===== src/rtl/fetch_queue.sv =====
// rtl/fetch_queue.sv - instruction prefetch queue owning the fetch PC
//
// Sits between the fetch PC and the IF/ID buffer. Word fetches go out to a
// variable-latency instruction memory over a req/ack handshake; each returned
// word is queued as {pc+4, instr}; decode pops entries with valid/ready.
// A redirect flushes the queue and restarts fetch at redirect_pc.
//
// Parameters:
//   DEPTH     queue entries, power of two, >= 2
//   RESET_PC  first fetch address after reset
//
// Ports:
//   clk, rst_n             rising-edge clock, asynchronous active-low reset
//   redirect, redirect_pc  flush and restart fetch at the word-aligned target
//   imem_req, imem_addr    fetch request (held until ack) and its address
//   imem_ack, imem_data    response strobe (ends the request) and fetched word
//   deq_valid, deq_ready   head-entry handshake toward decode
//   deq_instr, deq_pc4     head instruction and its fetch address + 4
//   count                  occupied entries
//
// Build option:
//   FQ_BYPASS_EN  when defined, a fetch returning into an empty queue is
//                 presented on deq_* in the ack cycle; if decode takes it, it
//                 is never written. When undefined, deq_* come only from
//                 queue storage (no imem_* to deq_* combinational path).

module fetch_queue #(
    parameter int          DEPTH    = 4,
    parameter logic [31:0] RESET_PC = 32'h0
) (
    input  logic                       clk,
    input  logic                       rst_n,
    input  logic                       redirect,
    input  logic [31:0]                redirect_pc,
    output logic                       imem_req,
    output logic [31:0]                imem_addr,
    input  logic                       imem_ack,
    input  logic [31:0]                imem_data,
    output logic                       deq_valid,
    input  logic                       deq_ready,
    output logic [31:0]                deq_instr,
    output logic [31:0]                deq_pc4,
    output logic [$clog2(DEPTH):0]     count
);

    localparam int PW = $clog2(DEPTH);
    localparam int CW = PW + 1;

    localparam logic [1:0] S_IDLE = 2'd0;
    localparam logic [1:0] S_WAIT = 2'd1;
    localparam logic [1:0] S_DROP = 2'd2;

    logic [1:0]    state;
    logic [31:0]   fetch_pc;
    logic [31:0]   drop_addr;
    logic [PW-1:0] rd_ptr;
    logic [PW-1:0] wr_ptr;
    logic [CW-1:0] count_q;

    logic [31:0]   mem_instr [DEPTH];
    logic [31:0]   mem_pc4   [DEPTH];

    logic [31:0]   fetch_pc4;
    logic          q_nonempty;
    logic          take;
    logic          bypass_pop;
    logic          push;
    logic          pop;
    logic [CW-1:0] count_next;

    assign fetch_pc4  = fetch_pc + 32'd4;
    assign q_nonempty = (count_q != '0);

    // A response is kept only when it answers a live WAIT request and no
    // redirect is discarding it in the same cycle.
    assign take = (state == S_WAIT) && imem_ack && !redirect;

`ifdef FQ_BYPASS_EN
    // Empty queue and decode ready: the word goes straight through.
    assign bypass_pop = take && !q_nonempty && deq_ready;
`else
    assign bypass_pop = 1'b0;
`endif

    assign push = take && !bypass_pop;
    assign pop  = q_nonempty && deq_ready && !redirect;

    assign count_next = count_q + CW'(push) - CW'(pop);

    assign imem_req  = (state != S_IDLE);
    assign imem_addr = (state == S_DROP) ? drop_addr : fetch_pc;
    assign count     = count_q;

    // Data outputs are masked with the occupancy so that they read zero
    // whenever the queue is empty, including immediately on reset.
    always_comb begin
        deq_valid = q_nonempty && !redirect;
        deq_instr = q_nonempty ? mem_instr[rd_ptr] : 32'h0;
        deq_pc4   = q_nonempty ? mem_pc4[rd_ptr]   : 32'h0;
`ifdef FQ_BYPASS_EN
        if (take && !q_nonempty) begin
            deq_valid = 1'b1;
            deq_instr = imem_data;
            deq_pc4   = fetch_pc4;
        end
`endif
    end

    always_ff @(posedge clk) begin
        if (push) begin
            mem_instr[wr_ptr] <= imem_data;
            mem_pc4[wr_ptr]   <= fetch_pc4;
        end
    end

    always_ff @(posedge clk or negedge rst_n) begin
        if (!rst_n) begin
            state     <= S_IDLE;
            fetch_pc  <= RESET_PC;
            drop_addr <= 32'h0;
            rd_ptr    <= '0;
            wr_ptr    <= '0;
            count_q   <= '0;
        end else begin
            // Redirect wins over any push or pop this cycle.
            if (redirect) begin
                count_q  <= '0;
                rd_ptr   <= '0;
                wr_ptr   <= '0;
                fetch_pc <= redirect_pc;
            end else begin
                if (push) wr_ptr <= wr_ptr + PW'(1);
                if (pop)  rd_ptr <= rd_ptr + PW'(1);
                count_q <= count_next;
                if (take) fetch_pc <= fetch_pc4;
            end

            case (state)
                S_IDLE: begin
                    if ((count_q < CW'(DEPTH)) && !redirect) state <= S_WAIT;
                end
                S_WAIT: begin
                    if (imem_ack) begin
                        // With redirect the data is dropped and the new
                        // target is requested next cycle.
                        if (redirect)                       state <= S_WAIT;
                        else if (count_next < CW'(DEPTH))   state <= S_WAIT;
                        else                                state <= S_IDLE;
                    end else if (redirect) begin
                        // The memory still owes a response for the old
                        // address; keep presenting it until it arrives.
                        state     <= S_DROP;
                        drop_addr <= fetch_pc;
                    end
                end
                S_DROP: begin
                    if (imem_ack) state <= S_WAIT;
                end
                default: state <= S_IDLE;
            endcase
        end
    end

endmodule


===== config.mk =====
export PLATFORM = sky130hd
export DESIGN_NAME = fetch_queue
export DESIGN_NICKNAME = d
export VERILOG_FILES = /design/src/rtl/fetch_queue.sv
export SDC_FILE = /design/constraint.sdc
export NUM_CORES = 1
export LEC_CHECK = 0
export CAP_MARGIN = 30
export CELL_PAD_IN_SITES_DETAIL_PLACEMENT = 1
export CELL_PAD_IN_SITES_GLOBAL_PLACEMENT = 2
export CORE_ASPECT_RATIO = 1.1
export CORE_MARGIN = 1
export CORE_UTILIZATION = 46
export DETAILED_ROUTE_END_ITERATION = 10
export DONT_BUFFER_PORTS = 1
export GPL_TIMING_DRIVEN = 0
export PLACE_DENSITY_LB_ADDON = 0.1
export SLEW_MARGIN = 10
export SYNTH_ARGS = -nofsm -noshare
export SYNTH_HDL_FRONTEND = slang
export SYNTH_SLANG_ARGS = --single-unit

===== constraint.sdc =====
create_clock -name clk -period 3.7 [get_ports clk]
set_input_delay 0.185 -clock clk [delete_from_list [all_inputs] [get_ports clk]]
set_output_delay 0.185 -clock clk [all_outputs]
set_load 0.005 [all_outputs]

# Yosys cells after proc, flatten, opt, wreduce, memory -nomap -nowiden
# Memory sizes are Yosys's and may differ from the RTL's.
# Index checks and enable logic that the tools add are counted.
# op_classes
addsub	5
shifts	0
order_cmp	2
div_mod_pow	0
n_bitwise	1
reduce_logical	14
muxes	19
n_eq_ne	5
multipliers	0
# op_table
operator	n
$mux 32	5
$add 32x3->32 const B	1
$mux 2	8
$logic_and 1x1->1	6
$lt 3x3->1 const B	2
$pmux 2 s3	1
$reduce_and 3->1	2
$reduce_bool 2->1	3
$add 2x1->2 const B	2
$mux 1	4
$ne 2x2->1 const B	2
$add 3x1->3	1
$mux 3	1
$ne 3x3->1 const B	1
$reduce_bool 3->1	1
$sub 3x1->3	1
$eq 2x1->1 const B	1
$eq 2x2->1 const B	1
$logic_not 2->1	1
$logic_not 1->1	1
$not 1->1	1
# totals
n_memories	2
mem_bits_ro	0
latch_bits	0
inputBits	69
ff_bits	73
ram_bits	256
elab_cells	54
# mem_list
name	depth	word_bits	read_ports	rd_clocked_by_memory_dff	wr	line	text
mem_instr	4	32	1	0	1	60	logic [31:0] mem_instr [DEPTH];
mem_pc4	4	32	1	0	1	61	logic [31:0] mem_pc4 [DEPTH];

# Longest topological paths before layout
# depth
word_depth	10
ltp_mapped	12
ltp_nobuf	11

# Worst setup path before layout
# No wires, ideal clock.
# synth_timing
path_kind	reg2reg
startpoint	reg state[1]
endpoint	mem mem_instr[0][0], enable pin
required_ps	3271
period_less_slack_ps	3011
path_stages_with_launch	4
setup_ps	429
arrival_ps	2581
path_slack_ps	689
path_buffers	1
cell_sequence	dfrtp_1 > and3b_1 > buf_1 > and3_1
# synth_via
elab_chain_len	5
# synth_rtl
item	line	text
from (decl)	53	logic [1:0] state;
from (signal assigned)	118	state <= S_IDLE;
from (signal assigned)	140	if ((count_q < CW'(DEPTH)) && !redirect) state <= S_WAIT;
from (signal assigned)	146	if (redirect) state <= S_WAIT;
$eq 2x1->1	76	assign take = (state == S_WAIT) && imem_ack && !redirect;
$logic_and 1x1->1 (2 in a row)	76	
$mux 1	110	if (push) begin
$mux 1 (not written as such)	111	mem_instr[wr_ptr] <= imem_data;
to (decl)	60	
# Every way passes these cells.

# Final worst setup path
# layout_timing
startpoint	reg count_q[1] (netlist: count[1])
endpoint	reg state[0]
# layout_via
elab_chain_len	9
word_cells_on_any_way	14
# layout_rtl
item	line	text
from (decl)	58	logic [CW-1:0] count_q;
from (signal assigned)	134	count_q <= count_next;
branches (longest 9 deep; another with $add 3x1->3)	n/a	
to (signal assigned)	146	
to (signal assigned)	147	else if (count_next < CW'(DEPTH)) state <= S_WAIT;
to (signal assigned)	148	else state <= S_IDLE;
# Several ways; the timed one is not identified.
# A chain may end at the register's enable or synchronous reset.

==> impl_metrics.toml <==
[cts]
postCtsSetupBuffers = 0
cts_made_buffers = 35
cts_root_buf = "clkbuf_16"
cts_htree_levels = 2
clkTransAtPathRegs_ns = 0.07
clock_sinks = 329
cts_tree = "built"
cts_resized = 0
clock_latency_ns = 0.52
postCtsHoldBufs = 68
clockBufferDepth = 3

[synthesis]
synth-simple-area-share_pct = 8.89
synthXorXnorAreaFrac_pct = 2.61
synth_flop_cell = "edfxtp_1"
synthArstFlopShare_pct = 22.2
synth-edff-count = 256
netlist-cell-type-count = 47
synth_compound_area_share_pct = 2.48
avgSynthCellArea_um2 = 16.4
synth_top_family_by_area = "multiplexers"
syn_area_um2 = 14100
ys_seq_elements = 329
ys.warnings.count = 0
synth_nets = 938
synthCells = 861
synthAdderAreaFrac_pct = 0.763
ys_seq_area_share_pct = 67.5
synth.mux.area_fraction_pct = 15.2

[floorplanning]
dieHeight_um = 186
die-area_um2 = 31400
core_um2 = 29900
die_w_um = 169
num_rows = 66
start_util_pct = 47.2
io_pins = 170

[critical_path]
reg2regPathDepth = 12
crit_required_ns = 4.07
crit_family = "simple AND/OR/NAND/NOR gates"
arrival_ns = 3.65
crit_path_max_incr_delay_ns = 0.58
crit_type = "reg -> reg"
path_cells = "or3_1, clkbuf_1, nand2_1, nor2_1, ha_1, inv_1, ha_1, inv_1, fa_1, xnor2_1, nor2_1, o21ai_0"
cp_num_buf_inv = 3
crit_path_max_fanout = 10
cp-end-kind = "register"
cp-start-kind = "register"
crit_path_top_delay_cell = "clkbuf_1"
cp.depth = 12

[pwr]
powerDensity_nw_per_um2 = 642
switching_power_uw = 2880
swShare_pct = 26.8
p_comb_share_pct = 21.5
seqPwrFrac_pct = 42.6
clock_power_share_pct = 35.9
vdd_drop_max_mv = 0.397
p_int_uw = 7860
p_leak_uw = 0.00561

[final_layout]
fin_util_pct = 56.0
syn_to_final_growth_pct = 18.6
fin_nets = 1048
n_antenna_cell = 0
drive_above_1_share_pct = 22.8
fin_area_um2 = 16700
multi_input_area_um2 = 4250
fillers = 2792
regArea_um2 = 9510
mostFrequentLayoutCells = "edfxtp_1 (256), dfrtp_1 (73), dlygate4sd3_1 (67)"
layout_commonest_cell = "edfxtp_1"

[placed_design]
dp_hpwl_um = 22200
place_area_um2 = 14700
numPortBuffers = 0
dpl_worst_slack_ns = 0.265
place.gp.congestion = 0.811

[sta]
grt_setup_unrepaired = "no"
fin_ws_ns = 0.419
finClkSkew_ns = 0.0123
slew_viol_final = 0
slew_headroom_pct = 43.9
period_share_pct = 88.7
finalHoldViolCount = 0
tightest_slew_ns = 0.842
period_needed_ns = 3.28
whs_ns = 0.101
setup_viol = 0
max_freq_mhz = 305

[route]
vias = 7872
met2_length_um = 17200
first_iter_violations = 384
drcViolationCount = 0
ant_nets = 0
dr.pass1.iters = 5
wl_met1_um = 14000
avgViaCountPerCell = 5.60
top_layer = "met4"
wire_per_inst_um = 23.7
wirelength_um = 33400
wl_met3_um = 1650

[global_route]
grt_pass1_vias = 8616
grtUsageTotal_pct = 21.9
grt_pass1_wl_um = 51100
grt_max_degree = 74
grt-ovfl-total = 0
antenna_found_initial = 0

[min_path]
holdPathStages = 3
hold_class = "in -> reg"

[run]
maxCapViolations = 0

[run_status]
status = "completed"
## Yosys cell counts, types with 18 or more instances
library cell	n	area, um^2
dfrtp_1	73	1830
and2_1	65	407
buf_2	20	100
nor2_1	37	139
mux4_2	64	1440
edfxtp_1	256	7690
mux2_2	62	698
nand2_1	36	135
xor2_1	25	219
a31oi_1	18	113
clkbuf_1	27	101
o21ai_0	21	105
## worst min-delay path: cells and delay by family
kind / cells / cell delay [ns]
buffers and inverters: 1 / 0.17
AND/OR/NAND/NOR: 1 / 0.08
AO/OA/AOI/OAI: 1 / 0.13
## state kept, by name (all words and copies together) (netlist names)
name	count
mem_pc4	128
wr_ptr	2
fetch_pc	32
rd_ptr	2
state	2
drop_addr	32
count	3
mem_instr	128
## power groups by stage
| stage | clock network (uW) | logic [uW] | registers, uW |
|---|---|---|---|
| finish | 3860 | 2310 | 4570 |
| global route | 4050 | 2550 | 4610 |
| CTS | 3940 | 2380 | 4570 |
| detailed placement | 0 | 2270 | 4650 |
| global placement | 0 | 2180 | 4630 |
| floorplan | 0 | 1660 | 4580 |
## cell families (layout without fill, tap and decap cells)
family	after synthesis	after routing
flops	329	329
simple gates	221	221
compound gates	57	57
mux	127	127
buf+inv	77	213
xor+xnor	42	42
fa+ha+maj	8	8
## path summary, 6_finish.rpt
| kind | start | endpoint | slack, ns |
|---|---|---|---|
| max in group asynchronous | rst_n | fetch_pc[28] | 3.12 |
| hold / removal | redirect | fetch_pc[13] | 0.10 |
| setup reg to reg | count[1] | state[0] | 0.42 |
| setup / recovery | count[1] | state[0] | 0.42 |
| min in group asynchronous | rst_n | drop_addr[20] | 0.26 |
| hold reg to reg | drop_addr[8] | drop_addr[8] | 0.50 |
## routing by layer
layer | up-vias | GRT usage [%]
met4 | 0 | 5.42
met2 | 202 | 38.8
met3 | 43 | 3.89
met5 | - | 0
li1 | 3527 | -
met1 | 4100 | 27.8
## per-stage QoR
stage	power (uW)	instances	TNS, ns
final	10700	1405	0
after global routing	11200	1405	0
after CTS	10900	1404	0
after detailed placement	6920	1273	0
after global placement	6810	1269	-191.43
after floorplan	6240	861	0
## final cells by class
class	instances	share of cell area, %
sequential	329	56.9
multi-input combinational	455	25.4
clock buffer	42	5.52
timing repair buffer	73	4.90
tap	408	3.05
clock inverter	21	2.09
buffer	65	1.88
inverter	12	0.269
Power figures use the tool's default switching activity.
